[src/rtl/lcd_pkg.sv]
// lcd_pkg
// Shared definitions for the RGB-LCD timing generator.
//   - COORD_W / COORD_MAX : width and largest value of the h/v counters and
//                           of the REQ_X/REQ_Y coordinates.
//   - lcd_state_t         : run/stop state encoding (IDLE, RUN, DRAIN).
//   - region_* functions  : region decode for one axis laid out as
//                           sync | back porch | active | front porch.
//                           The top evaluates them into localparams (TH, TV,
//                           active start/end) for its own geometry.
package lcd_pkg;

  localparam int COORD_W   = 11;
  localparam int COORD_MAX = (1 << COORD_W) - 1;

  typedef enum logic [1:0] {
    ST_IDLE  = 2'd0,
    ST_RUN   = 2'd1,
    ST_DRAIN = 2'd2
  } lcd_state_t;

  // Full period of one axis (clocks per line or lines per frame).
  function automatic int region_total(input int sync, input int back,
                                      input int active, input int front);
    return sync + back + active + front;
  endfunction

  // First counter value of the active window.
  function automatic int region_act_start(input int sync, input int back);
    return sync + back;
  endfunction

  // First counter value after the active window (exclusive end).
  function automatic int region_act_end(input int sync, input int back,
                                        input int active);
    return sync + back + active;
  endfunction

endpackage

[src/rtl/lcd_delay_line.sv]
// lcd_delay_line
// Parametrised shift register used to delay the panel timing bits so they
// line up with a pipelined pixel source. DEPTH=0 degenerates to a wire.
// Ports:
//   clk       in  1      : clock
//   rst       in  1      : synchronous active-high reset, loads RESET_VAL
//   din       in  WIDTH  : value entering the line
//   dout      out WIDTH  : value DEPTH clocks later
module lcd_delay_line #(
  parameter int               DEPTH     = 2,
  parameter int               WIDTH     = 3,
  parameter logic [WIDTH-1:0] RESET_VAL = '0
) (
  input  logic             clk,
  input  logic             rst,
  input  logic [WIDTH-1:0] din,
  output logic [WIDTH-1:0] dout
);

  if (DEPTH == 0) begin : g_wire
    // Clock and reset have no job here; fold them into a named sink.
    logic unused_ctrl;
    assign unused_ctrl = clk | rst;
    assign dout        = din;
  end else begin : g_shift
    logic [WIDTH-1:0] stages [DEPTH];

    always_ff @(posedge clk) begin
      if (rst) begin
        for (int i = 0; i < DEPTH; i++) stages[i] <= RESET_VAL;
      end else begin
        stages[0] <= din;
        for (int i = 1; i < DEPTH; i++) stages[i] <= stages[i-1];
      end
    end

    assign dout = stages[DEPTH-1];
  end

endmodule

[src/rtl/lcd_timing_gen.sv]
// lcd_timing_gen
// RGB-LCD timing generator: HSYNC/VSYNC/DEN for an arbitrary panel geometry,
// a pixel-request port running LEAD clocks ahead of DEN, a backlight PWM and
// a run/stop control that only ever stops on a frame boundary.
// Ports:
//   clk          in  1         : pixel clock
//   rst          in  1         : synchronous active-high reset
//   en           in  1         : run request
//   brightness   in  PWM_BITS  : backlight duty, sampled at PWM period start
//   lcd_hsync    out 1         : horizontal sync, polarity HS_POL, registered
//   lcd_vsync    out 1         : vertical sync, polarity VS_POL, registered
//   lcd_den      out 1         : data enable, polarity DE_POL, registered
//   lcd_pwm      out 1         : backlight PWM, registered
//   req_valid    out 1         : req_x/req_y address an active pixel
//   req_x/req_y  out 11        : requested pixel coordinate (0 when invalid)
//   frame_start  out 1         : strobe on the first counter cycle of a frame
//   line_start   out 1         : strobe on the first counter cycle of a line
//   busy         out 1         : high while running or draining a frame
module lcd_timing_gen
  import lcd_pkg::*;
#(
  parameter int LCD_WIDTH  = 480,
  parameter int LCD_HEIGHT = 272,
  parameter int HF         = 2,
  parameter int HP         = 40,
  parameter int HB         = 1,
  parameter int VF         = 4,
  parameter int VP         = 9,
  parameter int VB         = 1,
  parameter bit HS_POL     = 1'b0,
  parameter bit VS_POL     = 1'b0,
  parameter bit DE_POL     = 1'b1,
  parameter int LEAD       = 2,
  parameter int PWM_BITS   = 8
) (
  input  logic                clk,
  input  logic                rst,
  input  logic                en,
  input  logic [PWM_BITS-1:0] brightness,
  output logic                lcd_hsync,
  output logic                lcd_vsync,
  output logic                lcd_den,
  output logic                lcd_pwm,
  output logic                req_valid,
  output logic [COORD_W-1:0]  req_x,
  output logic [COORD_W-1:0]  req_y,
  output logic                frame_start,
  output logic                line_start,
  output logic                busy
);

  localparam int TH = region_total(HP, HB, LCD_WIDTH, HF);
  localparam int TV = region_total(VP, VB, LCD_HEIGHT, VF);

  localparam logic [COORD_W-1:0] H_LAST   = COORD_W'(TH - 1);
  localparam logic [COORD_W-1:0] V_LAST   = COORD_W'(TV - 1);
  localparam logic [COORD_W-1:0] H_SYNC_E = COORD_W'(HP);
  localparam logic [COORD_W-1:0] V_SYNC_E = COORD_W'(VP);
  localparam logic [COORD_W-1:0] H_ACT_S  = COORD_W'(region_act_start(HP, HB));
  localparam logic [COORD_W-1:0] H_ACT_E  = COORD_W'(region_act_end(HP, HB, LCD_WIDTH));
  localparam logic [COORD_W-1:0] V_ACT_S  = COORD_W'(region_act_start(VP, VB));
  localparam logic [COORD_W-1:0] V_ACT_E  = COORD_W'(region_act_end(VP, VB, LCD_HEIGHT));

  localparam logic [PWM_BITS-1:0] P_LAST = PWM_BITS'((1 << PWM_BITS) - 2);

  // Panel bits are carried as {hsync, vsync, den} already at pin level.
  localparam logic [2:0] PANEL_POL  = {HS_POL, VS_POL, DE_POL};
  localparam logic [2:0] PANEL_IDLE = ~PANEL_POL;

  // Geometry that cannot be represented is rejected at elaboration.
  if (TH > COORD_MAX || TV > COORD_MAX) begin : g_err_range
    $error("lcd_timing_gen: TH=%0d / TV=%0d exceed the 11-bit counters", TH, TV);
  end
  if (HF < 1 || HP < 1 || HB < 1 || VF < 1 || VP < 1 || VB < 1) begin : g_err_porch
    $error("lcd_timing_gen: porch and pulse widths must all be at least 1");
  end
  if (LCD_WIDTH < 1 || LCD_HEIGHT < 1 || LEAD < 0 || LEAD > 15) begin : g_err_shape
    $error("lcd_timing_gen: empty active area or LEAD outside 0..15");
  end

  lcd_state_t         state, state_next;
  logic [COORD_W-1:0] h, v, h_next, v_next;
  logic               running, frame_end;
  logic               h_act, v_act, pix_act;
  logic               raw_hs, raw_vs;
  logic [2:0]         panel_now, panel_q, panel_dly;
  logic [PWM_BITS-1:0] pwm_cnt, duty, duty_now;

  assign running   = (state != ST_IDLE);
  assign frame_end = (h == H_LAST) && (v == V_LAST);

  always_ff @(posedge clk) begin
    if (rst) begin
      state <= ST_IDLE;
      h     <= '0;
      v     <= '0;
    end else begin
      state <= state_next;
      h     <= h_next;
      v     <= v_next;
    end
  end

  // Counters only move while a frame is in flight. Leaving RUN/DRAIN is
  // allowed solely on the last counter value, so a frame is never cut short;
  // DRAIN simply remembers that EN went away and can fall back into RUN.
  always_comb begin
    state_next = state;
    h_next     = h;
    v_next     = v;
    case (state)
      ST_IDLE: begin
        h_next = '0;
        v_next = '0;
        if (en) state_next = ST_RUN;
      end
      ST_RUN, ST_DRAIN: begin
        if (h == H_LAST) begin
          h_next = '0;
          v_next = (v == V_LAST) ? '0 : v + COORD_W'(1);
        end else begin
          h_next = h + COORD_W'(1);
        end
        if (frame_end && !en) state_next = ST_IDLE;
        else if (en)          state_next = ST_RUN;
        else                  state_next = ST_DRAIN;
      end
      default: begin
        state_next = ST_IDLE;
        h_next     = '0;
        v_next     = '0;
      end
    endcase
  end

  // Region decode is gated with 'running' because the idle counters sit at
  // h=v=0, which would otherwise look like a sync region and a frame start.
  assign h_act   = (h >= H_ACT_S) && (h < H_ACT_E);
  assign v_act   = (v >= V_ACT_S) && (v < V_ACT_E);
  assign pix_act = running && h_act && v_act;
  assign raw_hs  = running && (h < H_SYNC_E);
  assign raw_vs  = running && (v < V_SYNC_E);

  always_ff @(posedge clk) begin
    if (rst) begin
      req_valid   <= 1'b0;
      req_x       <= '0;
      req_y       <= '0;
      line_start  <= 1'b0;
      frame_start <= 1'b0;
    end else begin
      req_valid   <= pix_act;
      req_x       <= pix_act ? h - H_ACT_S : '0;
      req_y       <= pix_act ? v - V_ACT_S : '0;
      line_start  <= running && (h == '0);
      frame_start <= running && (h == '0) && (v == '0);
    end
  end

  // Polarity is applied before the first register so every panel pin comes
  // straight from a flop and the delay line shifts pin levels, not raw bits.
  assign panel_now = ~({raw_hs, raw_vs, pix_act} ^ PANEL_POL);

  always_ff @(posedge clk) begin
    if (rst) panel_q <= PANEL_IDLE;
    else     panel_q <= panel_now;
  end

  lcd_delay_line #(
    .DEPTH     (LEAD),
    .WIDTH     (3),
    .RESET_VAL (PANEL_IDLE)
  ) u_delay (
    .clk  (clk),
    .rst  (rst),
    .din  (panel_q),
    .dout (panel_dly)
  );

  assign lcd_hsync = panel_dly[2];
  assign lcd_vsync = panel_dly[1];
  assign lcd_den   = panel_dly[0];
  assign busy      = running;

  // The PWM period is 2^PWM_BITS-1 clocks so the all-ones duty is solidly
  // high. The duty sampled on p==0 is used in that same cycle, which keeps
  // every period's high time equal to the value captured at its start.
  assign duty_now = (pwm_cnt == '0) ? brightness : duty;

  always_ff @(posedge clk) begin
    if (rst) begin
      pwm_cnt <= '0;
      duty    <= '0;
      lcd_pwm <= 1'b0;
    end else begin
      if (pwm_cnt == '0) duty <= brightness;
      lcd_pwm <= (pwm_cnt < duty_now);
      pwm_cnt <= (pwm_cnt == P_LAST) ? '0 : pwm_cnt + PWM_BITS'(1);
    end
  end

endmodule

[config.mk]
export PLATFORM = sky130hd
export DESIGN_NAME = lcd_timing_gen
export DESIGN_NICKNAME = d
export VERILOG_FILES = /design/src/rtl/lcd_pkg.sv /design/src/rtl/lcd_delay_line.sv /design/src/rtl/lcd_timing_gen.sv
export SDC_FILE = /design/constraint.sdc
export NUM_CORES = 1
export LEC_CHECK = 0
export ABC_AREA = 0
export CAP_MARGIN = 20
export CORE_MARGIN = 5
export CORE_UTILIZATION = 25
export DETAILED_ROUTE_END_ITERATION = 8
export DONT_BUFFER_PORTS = 1
export PLACE_DENSITY = 0.4
export SYNTH_ARGS = -nofsm -noshare
export SYNTH_HDL_FRONTEND = slang
export SYNTH_SLANG_ARGS = --single-unit
export TNS_END_PERCENT = 30
[constraint.sdc]
create_clock -name clk -period 3.1 [get_ports clk]
set_input_delay 0.775 -clock clk [delete_from_list [all_inputs] [get_ports clk]]
set_output_delay 0.775 -clock clk [all_outputs]
set_load 0.03 [all_outputs]
Word-level counts from Yosys, hierarchy flattened
Memory sizes are Yosys's and may differ from the RTL's. Index checks and enable logic that the tools add are counted. W data, S select, Z words.

Add/subtract/negate cells: 5. Multipliers: 0. Divide/modulo/power cells: 0. Magnitude comparators: 7. Eq/ne operators: 6. Shift operators: 0. Mux-type cells: 11. Bitwise logic cells: 5. Reductions and logical operators: 21.

Operators with widths (number): $add A11 B1 Y11 const B (2); $logic_not A11 Y1 (2); $eq A11 B10 Y1 const B (1); $eq A11 B9 Y1 const B (1); $ge A11 B4 Y1 const B (1); $ge A11 B6 Y1 const B (1); $lt A11 B10 Y1 const B (1); $lt A11 B4 Y1 const B (1); $lt A11 B6 Y1 const B (1); $lt A11 B9 Y1 const B (1); $mux W11 (1); $sub A11 B4 Y11 const B (1); $sub A11 B6 Y11 const B (1); $logic_and A1 B1 Y1 (10); $add A8 B1 Y8 const B (1); $eq A8 B8 Y1 const B (1); $logic_not A8 Y1 (1); $lt A8 B8 Y1 (1); $mux W8 (1); $reduce_or A2 Y1 (4); $mux W2 (3); $mux W3 (2); $pmux W2 S2 (1); $mux W1 (3); 10 further kinds (12).

Register bits after elaboration: 69. Latch bits: 0. Bits in writable memories: 6. ROM bits: 0. Input bits: 11. Output and inout port bits: 30. Word-level logic and storage cells: 68. Memories kept: 1.

Memories: u_delay.g_shift.stages (words 2, bits a word 3, rd ports 2, clocked after Yosys merged registers in 0, write ports 2, RTL line lcd_delay_line.sv:26) `logic [WIDTH-1:0] stages [DEPTH];`.

Depth between registers and ports, before layout
Depth after elaboration: 6. Depth in mapped cells: 11. Mapped depth without buffers: 11.

By module
A second synthesis with hierarchy kept.

Cells, all modules: 359. Area total of the unflattened synthesis: 3295.7 um2.

By module, submodules not included: lcd_timing_gen (instances 1, cells each 344, area an instance 3115.5 um2, sequential area each 1361.3 um2); lcd_delay_line (instances 1, cells each 15, area an instance 180.2 um2, sequential area each 120.1 um2).

Worst setup path before layout
Ideal clock, no wire load.

Kind: register to register. Start: register pwm_cnt[0]. End: register lcd_pwm. Setup time: 0.096 ns. Data arrival time: 2.128 ns. Data required time: 3.004 ns. Path slack: 0.876 ns. Stages on the path, launching flop included: 12. Path buffers: 0. Clock period less this slack: 2.224 ns. Cell sequence: dfxtp_1 inv_1 ha_1 nor4b_1 nand2_1 mux2i_1 ha_1 a21oi_1 nor2b_1 o21ai_0 o21ai_0 nor4b_1.

Word-level cells in the longest chain between the ends: 3.

Ends and longest elaborated chain: from (decl) (RTL line lcd_timing_gen.sv:87) `logic [PWM_BITS-1:0] pwm_cnt, duty, duty_now;`; from (signal assigned) (RTL line lcd_timing_gen.sv:198) `pwm_cnt <= (pwm_cnt == P_LAST) ? '0 : pwm_cnt + PWM_BITS'(1);`; $logic_not A8 Y1 (RTL line lcd_timing_gen.sv:188) `assign duty_now = (pwm_cnt == '0) ? brightness : duty;`; $mux W8; $lt A8 B8 Y1 (*) (RTL line lcd_timing_gen.sv:197) `lcd_pwm <= (pwm_cnt < duty_now);`; to (signal assigned) (RTL line lcd_timing_gen.sv:197); to (decl) (RTL line lcd_timing_gen.sv:43) `output logic lcd_pwm,`.

Mark *: on every way between the ends. The rest lies on a longest branch, timed or not. A chain may end at the register's enable or synchronous reset.

Worst setup path in the final report
Same ends and word-level chain as after synthesis.

==> flow_summary.yaml <==
final_layout:
  diodes: 0
  design_area_sq_um: 3826
  multiInputGateArea_sq_um: 1760
  regArea_sq_um: 1481
  synthToLayoutAreaGrowth_pct: 13.30
  layout.nets: 408
  fill_cells: 1409
  drive_gt1_frac: 0.07652
setup_path:
  endpoint_kind: "flip-flop"
  cp_max_fo: 8
  crit_end: "lcd_pwm"
  r2r-end: "lcd_pwm"
  worst_setup_path_start_kind: "flip-flop"
  r2r_slack_ps: 380
  crit_type: "flip-flop to flip-flop"
  crit_start: "pwm_cnt[0]"
  reg2reg_from: "pwm_cnt[0]"
  arrival_ps: 2930
  required_ps: 3310
  reg2regPathDepth: 11
clock_tree:
  root_buffer: "clkbuf_16"
  cts_made_buffers: 9
  cts_resized: 0
  clock_latency_ps: 340
  ctsLongestPathBuffers: 2
  cts_tree: "done"
  holdBufCountCts: 0
  h-tree-depth: 3
  path_clk_slew_ps: 60
  post_cts_buffers: 0
  cts_sinks: 74
route:
  drcViolationCount: 0
  topRoutingLayerUsed: "met4"
  vias_per_cell: 4.605
  wl_per_cell_um: 14.59
  via_count: 2556
  met2_wirelength_um: 3851
  met3_length_um: 308
  dr.first_iter.drc_count: 122
  totalWireLength_um: 8097
  drtPass1Iterations: 4
  wl_met1_um: 3699
  ant_nets: 0
logic_synthesis:
  synth_area_per_cell_sq_um: 8.840
  synth_edf_count: 0
  synthesis.nets: 416
  ys_warn_count: 0
  netlist_instances: 382
  ys.flop_type: "dfxtp_1"
  netlist_area_sq_um: 3377
  ys_seq_area_frac: 0.4387
  async_reset_ff_frac: 0
  synth_seq_cells: 74
  synth_cell_types: 48
power:
  ir_drop_mv: 0.2112
  powerDensity_nw_per_um2: 546.3
  switchingPower_w: 0.0004655
  p_leak_nw: 1.491
  p_int_w: 0.001625
  p_sw_frac: 0.2227
  clkPwrFrac: 0.474
  power_frac_comb: 0.050
  seq_power_share: 0.477
global_route:
  antenna_found_initial: 0
  grt_pass1_wl_um: 13500
  track_usage: 0.1070
  grt_max_degree: 23
  grt_pass1_vias: 2518
  overflow: 0
floorplanning:
  core_region_area_sq_um: 13240
  die_w_um: 126.2
  ios: 41
  rows: 42
  dieArea_sq_um: 15930
  initial_core_util: 0.2550
  dieHeight_um: 126.2
min_path:
  worstHoldStart: "panel_q[2]"
  worst_hold_path_type: "flip-flop to flip-flop"
placement:
  gp_routability_congestion: 0.7660
  place_hpwl_um: 5850
  place_area_sq_um: 3541
  port_buffers: 0
timing:
  min_period_ps: 2719
  setup_viol: 0
  final.period_utilization: 0.8772
  relSlewSlack: 0.3583
  fin_skew_ps: 5.735
  slew_viol_final: 0
  worstMarginPinSlew_ps: 960.2
  rsz0062_at_grt: "no"
  fin_setup_tns_ps: 0
  hold_viol: 0
  max_freq_ghz: 0.3677
flow_run:
  drv_cap: 0
outcome:
  status: "complete, no violations"
worst min path at each step:
stage	endpoint	slack (ps)	depth (start not counted)
after floorplan	u_delay.g_shift.stages[0][1]	390	1
after global placement	u_delay.g_shift.stages[0][1]	400	1
after detailed placement	u_delay.g_shift.stages[0][1]	400	1
after CTS	u_delay.g_shift.stages[0][5]	410	1
after global routing	u_delay.g_shift.stages[0][1]	430	1
final	u_delay.g_shift.stages[0][2]	410	1
synthesized netlist by cell type (2+ instances only):
library cell | count | area, sq um
mux2i_1 | 9 | 90.09
and3_1 | 7 | 43.79
and4_1 | 3 | 26.28
nand2_1 | 13 | 48.80
dfxtp_1 | 74 | 1481
nand2b_1 | 6 | 37.54
clkbuf_1 | 14 | 52.55
or2_2 | 6 | 37.54
o21ai_0 | 14 | 70.07
nor4_1 | 2 | 12.51
nand3_1 | 15 | 75.07
buf_1 | 2 | 7.510
nand4_1 | 7 | 43.79
inv_1 | 15 | 56.30
o31ai_1 | 2 | 15.01
a31oi_1 | 4 | 25.02
a22oi_1 | 2 | 15.01
xor2_1 | 13 | 113.9
ha_1 | 23 | 287.8
a211oi_1 | 2 | 15.01
o21a_1 | 3 | 22.52
nor2b_1 | 3 | 18.77
or3_1 | 6 | 37.54
nor2_1 | 67 | 251.5
xnor2_1 | 11 | 96.34
o211ai_1 | 3 | 22.52
a21o_1 | 2 | 15.01
nor3_1 | 15 | 75.07
buf_2 | 5 | 25.02
a21oi_1 | 15 | 75.07
nor4b_1 | 2 | 17.52
metrics by stage:
step,worst slack [ps],util,total power (W),hold WS (ps),std cells
after global placement,547.8,0.2674,0.001120,398.3,539
after global routing,119.6,0.2889,0.002179,433.5,555
after CTS,354.9,0.2889,0.002131,414.5,555
after detailed placement,387.4,0.2674,0.001124,400.2,539
after floorplan,876.2,-,0.001099,389.5,382
final,380.6,0.2889,0.002090,412.7,555
placed cells by master, fill, tap and decap left out, drive strengths merged, types with 9 or more instances in the layout:
master | Yosys | layout
a21oi | 15 | 15
clkbuf | 14 | 15
dfxtp | 74 | 74
ha | 23 | 23
inv | 15 | 15
mux2i | 9 | 9
nand2 | 13 | 13
nand3 | 15 | 15
nor2 | 67 | 67
nor3 | 16 | 16
o21ai | 14 | 14
xnor2 | 11 | 11
xor2 | 13 | 13
power by group through the flow:
stage	Sequential [W]	Clock [W]	Combinational, W
after floorplan	0.00101	0	0.0000876
final	0.000997	0.000990	0.000104
after global placement	0.00102	0	0.000103
after CTS	0.000997	0.00103	0.000107
after global routing	0.000998	0.00106	0.000120
after detailed placement	0.00102	0	0.000106
area by class of cell:
type / count / share of cell area
Inverter: 15 / 0.01472
Timing Repair Buffer: 3 / 0.005886
Multi-Input combinational cell: 271 / 0.4601
Tap cell: 176 / 0.05755
Clock inverter: 1 / 0.001962
Clock buffer: 15 / 0.07260
Sequential cell: 74 / 0.3872
worst max-delay path, stage by stage (launching register included):
cell and delay (ps):
dfxtp_1 440, inv_1 100, ha_1 200, nor4b_1 130
nand2_1 380, mux2i_1 300, ha_1 280, a21oi_1 130
nor2b_1 50, o21ai_0 160, o21ai_0 110, nor4b_1 330
flip-flops by register name, indices dropped and copies added, names as in the netlist:
name and cells:
line_start 1, lcd_pwm 1, req_x 11, state 2, pwm_cnt 8, u_delay.g_shift.stages 6
req_y 11, h 11, duty 8, v 11, panel_q 3, frame_start 1
cell families (layout without fill, tap and decap cells):
family,after synthesis,in the layout,synth area share
flip-flops,74,74,0.4387
buffers and inverters,37,34,0.04520
AND/OR/NAND/NOR,159,159,0.2349
adder cells (fa/ha/maj),23,23,0.08522
AO/OA/AOI/OAI,55,55,0.1037
XOR/XNOR,24,24,0.06224
multiplexers,10,10,0.03001
per-layer routing:
layer  vias up  GRT usage
met3        16    0.02667
met5         -          0
met1      1201     0.1283
met2        45     0.1750
met4         0    0.05994
li1       1294          -
(Power assumes the default switching activity.)
